$ cat src/rtl/usb2_host_token_tx.sv
// usb2_host_token_tx
//   Host-side USB 2.0 token transmitter and response collector over ULPI.
//   Builds IN/OUT/SETUP/PING/SOF tokens (PID TX CMD, two payload bytes with
//   CRC5), pushes them through the ULPI transmit handshake and, for IN and
//   PING, waits for the first response byte or a bus-turnaround timeout.
//
// Valid/ready semantics on the ULPI transmit side: out_byte is offered while
// out_latch=1 and is consumed on any cycle where out_nxt=1; the byte and
// out_latch hold unchanged until that cycle. out_stp follows the last byte.
//
// Ports
//   phy_clk, reset                 60 MHz ULPI clock, async active-high reset
//   tok_req/pid/addr/endp/frame    token request (sampled in idle only)
//   tok_busy, tok_done             request in flight / completion pulse
//   err_bad_req                    pulse: request carried a non-token PID
//   out_cts, out_nxt               PHY bus free / PHY accepted out_byte
//   out_byte, out_latch, out_stp   transmit byte, byte valid, end of packet
//   in_act, in_byte, in_latch      PHY receive active / byte / byte valid
//   rsp_valid, rsp_pid, rsp_pid_err  captured response PID and check error
//   rsp_timeout                    pulse: no response (or empty response)
module usb2_host_token_tx #(
   parameter int RSP_TIMEOUT = 120,
   parameter int TIMEOUT_W   = 8
) (
   input  logic        phy_clk,
   input  logic        reset,
   input  logic        tok_req,
   input  logic [3:0]  tok_pid,
   input  logic [6:0]  tok_addr,
   input  logic [3:0]  tok_endp,
   input  logic [10:0] tok_frame,
   output logic        tok_busy,
   output logic        tok_done,
   output logic        err_bad_req,
   input  logic        out_cts,
   input  logic        out_nxt,
   output logic [7:0]  out_byte,
   output logic        out_latch,
   output logic        out_stp,
   input  logic        in_act,
   input  logic [7:0]  in_byte,
   input  logic        in_latch,
   output logic        rsp_valid,
   output logic [3:0]  rsp_pid,
   output logic        rsp_pid_err,
   output logic        rsp_timeout
);

   localparam logic [3:0] PID_OUT   = 4'hE;
   localparam logic [3:0] PID_IN    = 4'h6;
   localparam logic [3:0] PID_SOF   = 4'hA;
   localparam logic [3:0] PID_SETUP = 4'h2;
   localparam logic [3:0] PID_PING  = 4'hB;

   localparam logic [TIMEOUT_W-1:0] TMO = TIMEOUT_W'(RSP_TIMEOUT);

   typedef enum logic [3:0] {
      ST_IDLE, ST_WAIT_CTS, ST_PID, ST_B0, ST_B1,
      ST_STP, ST_WAIT_RSP, ST_RSP, ST_DONE
   } state_t;

   state_t state, state_nxt;

   logic [3:0]           pid_q;
   logic [10:0]          payload_q;
   logic [TIMEOUT_W-1:0] cnt_q;
   logic                 seen_q;
   logic                 err_q;
   logic                 rsp_valid_q;
   logic [3:0]           rsp_pid_q;
   logic                 rsp_pid_err_q;
   logic                 pid_ok;
   logic                 accept;
   logic                 wants_rsp;
   logic                 tmo_hit;
   logic [4:0]           crc5_tx;

   // CRC5 over the 11-bit payload, LSB first. The register's MSB goes on the
   // wire first, and since byte1 is itself sent LSB first the complemented
   // remainder is bit-reversed into crc5_tx.
   function automatic logic [4:0] crc5_calc(input logic [10:0] p);
      logic [4:0] c;
      logic [4:0] r;
      logic       fb;
      c = 5'h1F;
      for (int i = 0; i < 11; i++) begin
         fb = p[i] ^ c[4];
         c  = {c[3:0], 1'b0} ^ (fb ? 5'b00101 : 5'b00000);
      end
      for (int i = 0; i < 5; i++) r[i] = ~c[4-i];
      return r;
   endfunction

   assign crc5_tx   = crc5_calc(payload_q);
   assign pid_ok    = (tok_pid == PID_OUT) || (tok_pid == PID_IN) ||
                      (tok_pid == PID_SOF) || (tok_pid == PID_SETUP) ||
                      (tok_pid == PID_PING);
   assign accept    = (state == ST_IDLE) && tok_req && pid_ok;
   assign wants_rsp = (pid_q == PID_IN) || (pid_q == PID_PING);
   assign tmo_hit   = (cnt_q == TMO);

   // State register
   always_ff @(posedge phy_clk or posedge reset) begin
      if (reset) state <= ST_IDLE;
      else       state <= state_nxt;
   end

   // Next-state logic
   always_comb begin
      state_nxt = state;
      case (state)
         ST_IDLE:     if (accept) state_nxt = ST_WAIT_CTS;
         ST_WAIT_CTS: if (out_cts) state_nxt = ST_PID;
         ST_PID:      if (out_nxt) state_nxt = ST_B0;
         ST_B0:       if (out_nxt) state_nxt = ST_B1;
         ST_B1:       if (out_nxt) state_nxt = ST_STP;
         ST_STP:      state_nxt = wants_rsp ? ST_WAIT_RSP : ST_DONE;
         // Timeout is checked first so it wins a same-cycle in_act.
         ST_WAIT_RSP: if (tmo_hit) state_nxt = ST_DONE;
                      else if (in_act) state_nxt = ST_RSP;
         ST_RSP:      if (!in_act) state_nxt = ST_DONE;
         ST_DONE:     state_nxt = ST_IDLE;
         default:     state_nxt = ST_IDLE;
      endcase
   end

   // Output logic: all transmit outputs decode from state so a reset clears
   // them immediately.
   always_comb begin
      tok_busy    = (state != ST_IDLE) && (state != ST_DONE);
      tok_done    = (state == ST_DONE);
      out_latch   = (state == ST_PID) || (state == ST_B0) || (state == ST_B1);
      out_stp     = (state == ST_STP);
      out_byte    = 8'h00;
      case (state)
         ST_PID:  out_byte = {4'h4, ~pid_q};
         ST_B0:   out_byte = payload_q[7:0];
         ST_B1:   out_byte = {crc5_tx, payload_q[10:8]};
         default: out_byte = 8'h00;
      endcase
      // A receive that ends without any byte counts as no response.
      rsp_timeout = ((state == ST_WAIT_RSP) && tmo_hit) ||
                    ((state == ST_RSP) && !in_act && !in_latch && !seen_q);
      err_bad_req = err_q;
      rsp_valid   = rsp_valid_q;
      rsp_pid     = rsp_pid_q;
      rsp_pid_err = rsp_pid_err_q;
   end

   // Datapath: request latch, timeout counter, response capture.
   always_ff @(posedge phy_clk or posedge reset) begin
      if (reset) begin
         pid_q         <= 4'h0;
         payload_q     <= 11'h000;
         cnt_q         <= '0;
         seen_q        <= 1'b0;
         err_q         <= 1'b0;
         rsp_valid_q   <= 1'b0;
         rsp_pid_q     <= 4'h0;
         rsp_pid_err_q <= 1'b0;
      end else begin
         err_q       <= (state == ST_IDLE) && tok_req && !pid_ok;
         rsp_valid_q <= 1'b0;
         if (accept) begin
            pid_q     <= tok_pid;
            payload_q <= (tok_pid == PID_SOF) ? tok_frame : {tok_endp, tok_addr};
         end
         // The out_stp cycle counts as zero, so the counter equals the number
         // of cycles elapsed since out_stp while waiting.
         case (state)
            ST_IDLE:     cnt_q <= '0;
            ST_STP:      cnt_q <= TIMEOUT_W'(1);
            ST_WAIT_RSP: cnt_q <= cnt_q + 1'b1;
            default:     cnt_q <= cnt_q;
         endcase
         if (state == ST_STP) seen_q <= 1'b0;
         if ((state == ST_RSP) && in_latch && !seen_q) begin
            seen_q        <= 1'b1;
            rsp_valid_q   <= 1'b1;
            rsp_pid_q     <= in_byte[7:4];
            rsp_pid_err_q <= (in_byte[7:4] != ~in_byte[3:0]);
         end
      end
   end

endmodule

$ cat config.mk
export PLATFORM = sky130hd
export DESIGN_NAME = usb2_host_token_tx
export DESIGN_NICKNAME = d
export VERILOG_FILES = /design/src/rtl/usb2_host_token_tx.sv
export SDC_FILE = /design/constraint.sdc
export NUM_CORES = 1
export LEC_CHECK = 0
export ABC_AREA = 0
export ABC_CLOCK_PERIOD_IN_PS = 3000
export CORE_MARGIN = 2
export CORE_UTILIZATION = 45
export CTS_CLUSTER_SIZE = 16
export DETAILED_ROUTE_END_ITERATION = 6
export PLACE_DENSITY_LB_ADDON = 0.1
export SLEW_MARGIN = 10
export SYNTH_ARGS = -nofsm -noshare
export SYNTH_HDL_FRONTEND = slang
export SYNTH_SLANG_ARGS = --single-unit
$ cat constraint.sdc
create_clock -name phy_clk -period 3 [get_ports phy_clk]
set_clock_uncertainty 0.2 [all_clocks]
set_input_delay 0.6 -clock phy_clk [delete_from_list [all_inputs] [get_ports phy_clk]]
set_output_delay 0.6 -clock phy_clk [all_outputs]
set_load 0.05 [all_outputs]
==> metrics.txt <==
Starting Density=0.4619; clock share of power=0.127; Port Buffers=60; warnings from Yosys=0; Setup Fix Bufs, Post-CTS=0; DRC violations left=0; Critical path buffers and inverters=1; max-slew violations=0; RSZ-0062 raised after global routing=false; minimum clock period=about 2900 ps; Max Clock Freq=350.7 MHz; n_diodes=0; Synth async-reset ratio=1.000; switching share of power=0.4371; NetSw=1499 µW; GP Congestion=0.7907; nets=323; Slew @ Worst Pin=659.2 ps; Clock transition at path regs=70 ps; Mapped Nets=257; Final ANT Viol Nets=0; width of the die=73.40 µm; largest net degree at the start of global routing=36; #FFs+latches synth=35; Worst EP required=2200 ps; Distinct cells, synth=57; Primary FF master, synth=dfrtp_1; Critical Path, Cell by Cell=xnor2_1 > xnor2_1 > xnor3_1 > a22o_1 > buf_12; final setup TNS=0 ps; Resize count post-CTS=0; post-DP HPWL=3782 µm; Vias=1827; Final Hold Vio Count=0; die height=73.40 µm; max_cap viols=0; worst-path fanout max=4; first-pass GRT wire length=8349 µm; Max IR drop VDD=slightly above 0.0006 V; row cnt=25; Comb pwr share=0.619; sequential fraction of the synthesis area=0.4042; Pwr Density=1117 nW/µm²; total track usage=0.2042; initial antenna violation count=0; vias per cell=5.454; total wire length=4932 µm; clk buf depth=2; CP max stage cell=xnor3_1; total gr overflow=0; Top delay family on crit path=XOR/XNOR gates; status=completed; H-tree Lvls=2; Crit. End Element=output pin; Mapped Cells=214; number of buffers created by CTS=5; # hold bufs at CTS=0; die area=around 5400 µm²; startpoint types=flip-flop; CTS tree=yes; critical path's largest stage delay=450 ps; crit share post-route=0.9506; WP data arrival=about 2000 ps; Slew HR=0.5586; io pins=61; number of global-route vias before repair=1776; Clk Latency, worst-skew pair=290 ps; initial DRC count=139; First-pass DRT Iterations=4; Internal=about 1900 µW; Core ar.=4692 µm²; cell mode on critical path=xnor2_1; CTS Sinks=35; Post-synth EDFFs=0; LEAKAGE=0.001251 µW; Avg Cell Area, Syn=around 10 µm²; critical path type=reg -> out; drt wl/cell=14.72 µm; worst hold path type=reg -> reg; sequential share of power=0.255; Final setup violation count=0; synthesis-to-finish area growth=41.63%; hold_ws=285.2 ps; Power, Total=3429 µW; mapped cell area=~2200 µm²; clock root buffer=clkbuf_8; layout cells sized above 1=0.1423
## worst paths after layout
check / slack [ps] / start / cells after the start / to
setup reg to reg: 540 / state[2]$_DFFE_PP0P_ / 4 / state[1]$_DFFE_PP0P_
min in group asynchronous: 510 / reset / 3 / rsp_valid$_DFF_PP0_
setup / recovery: 150 / payload_q[4]$_DFFE_PP0P_ / 5 / out_byte[5]
hold reg to reg: 290 / rsp_pid[3]$_DFFE_PP0P_ / 1 / rsp_pid[3]$_DFFE_PP0P_
hold / removal: 290 / rsp_pid[3]$_DFFE_PP0P_ / 1 / rsp_pid[3]$_DFFE_PP0P_
max in group asynchronous: 1770 / reset / 3 / payload_q[6]$_DFFE_PP0P_
## cell type report
type,instances,area [µm²]
clock buffers,5,68.82
clock inverters,3,47.55
fillers,398,1623
inverters,7,26.28
multi-input cells,162,1232
flip-flops and latches,35,875.8
well taps,54,67.56
repair buffers,69,750.7
## metal layers
layer / GRT usage / part of all wire / vias to the layer above
li1: - / - / 928
met1: 0.2927 / 0.50 / 839
met2: 0.3063 / 0.43 / 54
met3: 0.05075 / 0.057 / 6
met4: 0.06061 / 0.012 / 0
met5: 0 / 0 / -
## worst reg2reg max path, cell delays in order (launching register included)
cell,delay [ps]
dfrtp_1,610
nor4bb_1,600
o311a_1,360
nor4_1,70
or4_1,500
## synth_stat cells, drive strengths merged (2+ instances only)
library cell  number  area share
nand2b             4       0.012
o31ai              3       0.010
xnor2             16       0.065
xor2               5       0.020
nand2             20       0.035
nor3b              2      0.0092
o21ai             21       0.048
and3               2      0.0058
or4                2      0.0069
dfrtp             35        0.40
o211ai             3       0.010
a22o               3       0.012
a21oi              4      0.0092
nand3              4      0.0092
or3                4       0.012
a22oi              4       0.014
inv                7       0.012
ha                 2       0.012
nor3               3      0.0069
nand4b             2      0.0081
o31a               2      0.0081
nor2               7       0.012
a2111oi            2       0.011
xnor3              2       0.021
buf                8       0.018
o41ai              2      0.0081
mux2               8       0.042
nor4               3       0.012
clkbuf             2      0.0035
mux2i             11       0.051
## cell families after synthesis
family / after synthesis / synth area share
buffers and inverters: 17 / 0.03349
adder cells (fa/ha/maj): 2 / 0.01155
AO/OA/AOI/OAI: 55 / 0.1796
XOR/XNOR: 23 / 0.1057
AND/OR/NAND/NOR: 63 / 0.1732
multiplexers: 19 / 0.09238
flip-flops: 35 / 0.4042
## cell usage in the layout (no fill, tap or decap), types with 3 or more instances in the layout
master,instances
a21oi_1,4
mux2_1,6
o31ai_1,3
o21ai_0,4
xor2_1,5
or3_1,4
clkbuf_8,5
mux2i_1,11
buf_4,12
nand3_1,4
dfrtp_1,35
nand2b_1,4
inv_1,7
a22o_1,3
nand2_1,20
clkdlybuf4s50_1,48
nor2_1,7
a22oi_1,4
o21ai_1,17
o211ai_1,3
buf_12,9
nor3_1,3
xnor2_1,16
## state kept, by name, indices dropped and copies added, names as in the netlist
| name | count |
|---|---|
| err_bad_req | 1 |
| state | 4 |
| cnt_q | 8 |
| payload_q | 11 |
| rsp_valid | 1 |
| rsp_pid | 4 |
| rsp_pid_err | 1 |
| pid_q | 4 |
| seen_q | 1 |
## power groups by stage
stage	combinational [µW]	sequential, µW	clock (µW)
after floorplan	1400	908	0
after global placement	2120	873	0
after detailed placement	2130	878	0
after CTS	2140	873	451
after global routing	2270	913	468
final	2120	873	434
## metrics by stage
step | instances | utilization | setup slack (ps) | cell area, µm²
CTS | 335 | 0.6541 | 135.2 | 3069
floorplan | 214 | - | 224.5 | 2175
finish | 335 | 0.6541 | 148.2 | 3069
detailed placement | 327 | 0.6293 | 278.8 | 2953
global route | 335 | 0.6541 | 33.68 | 3069
global placement | 327 | 0.6293 | 327.8 | 2953
No activity file was read; power rests on OpenSTA's default activity.
